===== src/rtl/conv_same_idx_seq.sv =====
// conv_same_idx_seq: walks every "same"-mode output sample of a 1-D convolution
// and, for each one, every valid (x, y) operand pair. It drives the operand read
// addresses and the MAC handshake, and emits value/enable/clear strobes for the
// downstream same-index register. All outputs are registered.
module conv_same_idx_seq (
  input  logic       clk,
  input  logic       rstn,
  input  logic       i_start,
  input  logic [4:0] i_size_x,
  input  logic [4:0] i_size_y,
  input  logic       i_mac_ready,
  output logic [4:0] o_x_addr,
  output logic [4:0] o_y_addr,
  output logic       o_mac_valid,
  output logic       o_acc_clr,
  output logic [4:0] o_same_ind_val,
  output logic       o_same_ind_en,
  output logic       o_same_ind_clr,
  output logic       o_busy,
  output logic       o_done
);

  typedef enum logic [2:0] {
    IDLE  = 3'd0,
    SETUP = 3'd1,
    INNER = 3'd2,
    STORE = 3'd3,
    DONE  = 3'd4
  } state_t;

  state_t     r_state;
  logic [4:0] r_nx;
  logic [4:0] r_ny;
  logic [5:0] r_i;
  logic [5:0] r_j;

  logic [5:0] w_nym1;
  logic [5:0] w_nxm1;
  logic [5:0] w_offset;
  logic [5:0] w_jmin;
  logic [5:0] w_jmax;
  logic [5:0] w_ilast;
  logic [5:0] w_jnext;
  logic [5:0] w_startOffset;
  logic [4:0] w_yFirst;
  logic [4:0] w_yNext;
  logic [4:0] w_sameVal;
  logic       w_sizeZero;

  // Index arithmetic: the j range for the current full-convolution index i is
  // clipped on both ends so y_addr stays within 0..NY-1 and x_addr within 0..NX-1.
  assign w_nym1        = {1'b0, r_ny} - 6'd1;
  assign w_nxm1        = {1'b0, r_nx} - 6'd1;
  assign w_offset      = w_nym1 >> 1;
  assign w_jmin        = (r_i >= w_nym1) ? (r_i - w_nym1) : 6'd0;
  assign w_jmax        = (r_i < w_nxm1) ? r_i : w_nxm1;
  assign w_ilast       = w_offset + w_nxm1;
  assign w_jnext       = r_j + 6'd1;
  assign w_startOffset = ({1'b0, i_size_y} - 6'd1) >> 1;
  assign w_yFirst      = r_i[4:0] - w_jmin[4:0];
  assign w_yNext       = r_i[4:0] - w_jnext[4:0];
  assign w_sameVal     = r_i[4:0] - w_offset[4:0];
  assign w_sizeZero    = (i_size_x == 5'd0) || (i_size_y == 5'd0);

  // Sequencer FSM: state, counters and every output are registered together so
  // each output reflects the state the FSM has just entered.
  always_ff @(posedge clk or negedge rstn) begin
    if (!rstn) begin
      r_state        <= IDLE;
      r_nx           <= 5'd0;
      r_ny           <= 5'd0;
      r_i            <= 6'd0;
      r_j            <= 6'd0;
      o_x_addr       <= 5'd0;
      o_y_addr       <= 5'd0;
      o_mac_valid    <= 1'b0;
      o_acc_clr      <= 1'b0;
      o_same_ind_val <= 5'd0;
      o_same_ind_en  <= 1'b0;
      o_same_ind_clr <= 1'b0;
      o_busy         <= 1'b0;
      o_done         <= 1'b0;
    end else begin
      case (r_state)
        IDLE: begin
          if (i_start) begin
            if (w_sizeZero) begin
              r_state <= DONE;
              o_done  <= 1'b1;
            end else begin
              r_nx           <= i_size_x;
              r_ny           <= i_size_y;
              r_i            <= w_startOffset;
              r_state        <= SETUP;
              o_acc_clr      <= 1'b1;
              o_busy         <= 1'b1;
              o_same_ind_clr <= 1'b1;
            end
          end
        end
        SETUP: begin
          r_j            <= w_jmin;
          r_state        <= INNER;
          o_acc_clr      <= 1'b0;
          o_same_ind_clr <= 1'b0;
          o_mac_valid    <= 1'b1;
          o_x_addr       <= w_jmin[4:0];
          o_y_addr       <= w_yFirst;
        end
        INNER: begin
          if (i_mac_ready) begin
            if (r_j == w_jmax) begin
              r_state        <= STORE;
              o_mac_valid    <= 1'b0;
              o_x_addr       <= 5'd0;
              o_y_addr       <= 5'd0;
              o_same_ind_en  <= 1'b1;
              o_same_ind_val <= w_sameVal;
            end else begin
              r_j      <= w_jnext;
              o_x_addr <= w_jnext[4:0];
              o_y_addr <= w_yNext;
            end
          end
        end
        STORE: begin
          o_same_ind_en  <= 1'b0;
          o_same_ind_val <= 5'd0;
          if (r_i == w_ilast) begin
            r_state <= DONE;
            o_busy  <= 1'b0;
            o_done  <= 1'b1;
          end else begin
            r_i       <= r_i + 6'd1;
            r_state   <= SETUP;
            o_acc_clr <= 1'b1;
          end
        end
        DONE: begin
          r_state <= IDLE;
          o_done  <= 1'b0;
          r_nx    <= 5'd0;
          r_ny    <= 5'd0;
          r_i     <= 6'd0;
          r_j     <= 6'd0;
        end
        default: begin
          r_state <= IDLE;
        end
      endcase
    end
  end

endmodule


===== config.mk =====
export PLATFORM = sky130hd
export DESIGN_NAME = conv_same_idx_seq
export DESIGN_NICKNAME = d
export VERILOG_FILES = /design/src/rtl/conv_same_idx_seq.sv
export SDC_FILE = /design/constraint.sdc
export NUM_CORES = 1
export LEC_CHECK = 0
export CELL_PAD_IN_SITES_DETAIL_PLACEMENT = 0
export CELL_PAD_IN_SITES_GLOBAL_PLACEMENT = 1
export CORE_AREA = 2 2 117 85
export CTS_BUF_LIST = sky130_fd_sc_hd__clkbuf_8
export CTS_CLUSTER_SIZE = 24
export DETAILED_ROUTE_END_ITERATION = 12
export DIE_AREA = 0 0 119 87
export GPL_TIMING_DRIVEN = 0
export PLACE_DENSITY_LB_ADDON = 0.3
export SLEW_MARGIN = 20
export SYNTH_ARGS = -nofsm -noshare
export SYNTH_HDL_FRONTEND = slang
export SYNTH_SLANG_ARGS = --single-unit

===== constraint.sdc =====
create_clock -name clk -period 3.8 [get_ports clk]
set_clock_uncertainty 0.05 [all_clocks]
set_input_delay 0.95 -clock clk [delete_from_list [all_inputs] [get_ports clk]]
set_output_delay 0.95 -clock clk [all_outputs]
set_load 0.03 [all_outputs]

* Yosys cells after proc, flatten, opt, wreduce, memory -nomap -nowiden
Cells that the tools add are included. W data, S select, Z words.
Storage, ports and cells: flip-flop bits (word level) 46, input bits 14, output and inout port bits 21, word-level logic and storage cells 110
Operators by class: add/subtract/negate cells 10, order comparisons 2, equal/unequal tests 14, multiplexer cells 47, reduce and logical (&&, ||, !) cells 23
Operator list (number):
- $mux W5 | 10
- $pmux W5 S2 | 5
- $mux W6 | 7
- $pmux W6 S3 | 2
- $reduce_and A3 Y1 | 6
- $sub A5 B1 Y6 const B | 3
- $ne A2 B2 Y1 const B | 8
- $reduce_and A4 Y1 | 4
- $mux W3 | 5
- $sub A5 B5 Y5 | 3
- $add A6 B1 Y6 const B | 2
- $eq A6 B6 Y1 | 2
- $pmux W3 S4 | 1
- $mux W1 | 11
- $logic_not A5 Y1 | 2
- $reduce_bool A2 Y1 | 5
- $reduce_bool A3 Y1 | 3
- $pmux W1 S2 | 4
- $add A5 B6 Y6 | 1
- $eq A3 B2 Y1 const B | 2
- $ge A6 B6 Y1 | 1
- $lt A6 B6 Y1 | 1
- $pmux W1 S3 | 2
- $sub A6 B6 Y6 | 1
- 5 further kinds | 5

* Longest topological paths before layout
depth after elaboration 7, gate-level depth with buffers 19, mapped depth without buffers 19

* Worst setup path after synthesis
No wires, ideal clock.
path type register to register, start reg r_ny[0], end reg o_y_addr[4], setup time 0.126 ns, data arrival time 4.002 ns, required time 3.624 ns, setup slack -0.378 ns, cell stages (with the launch flop) 20, path buffers 0, period minus slack after synthesis 4.178 ns, cell sequence dfrtp_1 -> inv_1 -> ha_1 -> xor2_1 -> inv_1 -> ha_1 -> nor2b_1 -> a311o_1 -> maj3_1 -> maj3_1 -> a21oi_2 -> nor2_1 -> ha_1 -> inv_1 -> fa_1 -> a21o_1 -> a21oi_1 -> xnor2_1 -> xnor2_1 -> a221o_1
Between the ends: cells in the longest elaborated chain, start to end 5, elaborated cells on any way between the ends 6, classes of those cells 3 x add/sub; 1 x order compare; 2 x mux
Ends and longest elaborated chain:
- start, declared | line 33 | logic [4:0] r_ny;
- start signal, assigned | line 92 | r_ny <= i_size_y;
- $sub A5 B1 Y6 (*) | line 52 | assign w_nym1 = {1'b0, r_ny} - 6'd1;
- $sub A6 B6 Y6 / $ge A6 B6 Y1 (equally long branches) | line 55 | assign w_jmin = (r_i >= w_nym1) ? (r_i - w_nym1) : 6'd0;
- $mux W6 (*) | line 55
- $sub A5 B5 Y5 (*) | line 60 | assign w_yFirst = r_i[4:0] - w_jmin[4:0];
- $pmux W5 S2 (*) | line 84 | case (r_state)
- end signal, assigned | line 108 | o_y_addr <= w_yFirst;
- end signal, assigned | line 122 | o_y_addr <= w_yNext;
- end, declared | line 13 | output logic [4:0] o_y_addr,
Every way passes the cells marked *; elsewhere a longest branch is shown, timed or not. A chain may end at the register's enable or synchronous reset.

* Final worst setup path
start reg r_ny[1], end reg o_y_addr[4]
The elaborated chain is that of the path after synthesis.

==> flow_summary.ini <==
[run_status]
outcome = finished, violations left
violations = setup timing

[global_route]
grt_pass1_wl_mm = 17.3
grt_usage_pct = 21.3
antenna_found_initial = 0
grt.overflow.total = 0
grt_pass1_vias = 3273
grt_max_degree = 26

[finish]
final_nets = 518
nFillCells = 873
multiInputGateArea_sq_mm = 0.00265
syn2layout_area_growth_pct = 26.5
final_cell_mix = dfrtp_1 (44), nor2_1 (42), clkdlybuf4s50_1 (33)
seqCellArea_sq_mm = 0.00116
antenna_cells = 0
layout_commonest_cell = dfrtp_1
drive_gt1_share_pct = 19.9

[synthesis]
ys_warn_count = 0
synth_area_sq_mm = 0.00377
synth_seq_area_share_pct = 30.5
syn_inst = 411
synth_edf_count = 0
synth.avg_cell_area_sq_um = 9.17
synth_fp_nets = 457
ys_seq_elements = 46
synthArstFlopShare_pct = 100
yosysUniqueCellTypes = 62
ys.flop_type = dfrtp_1

[sta]
hold_viol = 0
relSlewSlack_pct = 20.0
fmax_ghz = 0.256
drv_slew = 0
fin_crit_sh_pct = 103
worstMarginPinSlew_ns = 1.19
setup_ws_ns = -0.104
period_needed_ns = 3.90
setup_violations = 1
rsz0062_at_grt = true

[drt]
ant_nets = 0
routed_wl_mm = 10.0
route.detailed.drc = 0
wire_per_inst_um = 16.7
drt_iter0_drc = 137
vias_per_cell = 5.26
firstDrtPassIters = 4
vias = 3157

[setup_path]
cp_max_fo = 4
cp.arrival_ns = 4.05
r2r_slack_ns = -0.10
cp-startpoint = r_ny[1]
rr_startpoint = r_ny[1]
end_kind = flop
required_ns = 3.95
critPathKind = reg -> reg
worst_setup_path_start_kind = flop

[placed_design]
dp_slack_ns = -0.479
gp_congestion = 0.900
portBuffers = 34
place_hpwl_mm = 7.57

[worst_hold_path]
hold_path_class = reg -> reg
worstHoldStart = o_x_addr[3]

[floorplan]
die_h_um = 87
rows = 30
core-area_sq_mm = 0.00935
ioPinCount = 35
die_area_sq_mm = 0.0104
start_util_pct = 40.3
fp.dieW_um = 119

[clock_tree]
clock_sinks = 46
cts_tree = yes
cts_buffers = 5
root_buffer = clkbuf_8
path_clk_slew_ns = 0.09
cts_hold_buf = 0
htree_levels = 2
cts.path.max_buffers = 2
clock_latency_ns = 0.31

[job]
maxCapViolCount = 0
[final cells by class]
cell class / count / share of cell area (%)
Inverter: 28 / 2.21
Buffer: 14 / 1.58
Clock buffer: 6 / 1.73
Multi-Input combinational cell: 322 / 55.6
Clock inverter: 1 / 0.630
Sequential cell: 46 / 24.3
Timing Repair Buffer: 55 / 10.6
Tap cell: 128 / 3.36
[timing repair]
action                                  CTS  global route
buffers inserted                         14             6
endpoints found under the hold margin     0             0
gates resized for setup                  12            17
pin swaps                                12            10
endpoints found under the setup margin   17            23
[registers in the layout (all words and copies together), names as in the netlist]
| signal | count |
|---|---|
| o_acc_clr | 1 |
| o_busy | 1 |
| o_done | 1 |
| o_mac_valid | 1 |
| o_same_ind_clr | 1 |
| o_same_ind_en | 1 |
| o_same_ind_val | 5 |
| o_x_addr | 5 |
| o_y_addr | 5 |
| r_i | 6 |
| r_j | 6 |
| r_nx | 5 |
| r_ny | 5 |
| r_state | 3 |
[layer usage]
| metal | GRT usage (%) | routed length (um) |
|---|---|---|
| met5 | 0 | 0 |
| met4 | 4.76 | 99 |
| met3 | 4.12 | 606 |
| met2 | 31.3 | 4180 |
| met1 | 32.1 | 5160 |
[Yosys cell counts, types with 2 or more instances]
master	n	area share [%]
maj3_1	7	1.9
a31o_2	2	0.46
a211oi_1	2	0.40
xnor2_4	2	1.5
maj3_2	3	0.90
a21oi_1	20	2.7
o21a_1	3	0.60
clkbuf_1	12	1.2
nand3b_1	2	0.40
o32ai_1	2	0.46
nor3b_1	4	0.80
o21ai_2	2	0.46
or3_1	3	0.50
nand2b_1	5	0.83
ha_1	27	9.0
nor3_4	2	0.86
o21ai_1	2	0.27
fa_1	5	2.7
inv_1	26	2.6
nor3_1	10	1.3
a22o_1	11	2.6
o21ai_0	20	2.7
nand2_1	26	2.6
dfrtp_1	46	31
xnor2_1	33	7.7
nand3_1	10	1.3
mux2i_1	8	2.1
xnor2_2	2	0.86
nor2b_1	7	1.2
a21o_1	9	1.8
or2_2	5	0.83
or4_1	2	0.40
a21oi_2	2	0.46
nor2_1	43	4.3
o31ai_1	3	0.60
xor2_1	12	2.8
o22ai_1	2	0.33
a221oi_1	2	0.46
a31oi_1	4	0.66
[path summary, 6_finish.rpt]
| kind | to | depth (start not counted) |
|---|---|---|
| worst max-delay path | o_y_addr[4] | 17 |
| worst min-delay path | o_x_addr[3] | 1 |
| worst max register to register | o_y_addr[4] | 17 |
| worst min register to register | o_x_addr[3] | 1 |
| max in group asynchronous | r_i[1] | 2 |
| min in group asynchronous | o_same_ind_en | 1 |
[worst max-delay path, cell delays in order, from the launching register on]
cell and delay, ns:
dfrtp_1 0.43, inv_2 0.10, ha_4 0.16, xor2_4 0.18, inv_2 0.08, ha_4 0.23, nor2b_4 0.13, a311o_1 0.27
maj3_2 0.32, maj3_2 0.33, a21oi_4 0.21, or3_4 0.18, ha_4 0.20, a21o_1 0.19, a21oi_2 0.18, xnor2_2 0.08
xnor2_1 0.16, a221o_1 0.31
[cells by family (layout without fill, tap and decap cells)]
family	count (synthesis)	in the layout	share of synthesized area [%]
flops	46	46	30.5
mux	9	9	2.52
buf+inv	43	104	4.88
simple gates	127	127	17.5
fa+ha+maj	42	42	14.4
compound gates	94	94	16.8
xor+xnor	50	50	13.4
[metrics by stage]
stage	utilization (%)	TNS [ns]	area [sq um]	cells	hold slack (ns)
3_3_place_gp	46.4	-2.28	4340	573	0.410
2_1_floorplan	-	0	3840	411	0.447
5_1_grt	51.0	-0.308	4770	600	0.452
6_report	51.0	-0.104	4770	600	0.433
3_5_place_dp	46.6	-2.53	4350	574	0.416
4_1_cts	49.6	-0.110	4640	594	0.438
Power is not shown: default switching activity piles up to over one toggle a cycle in this logic, so the estimate is an artifact.
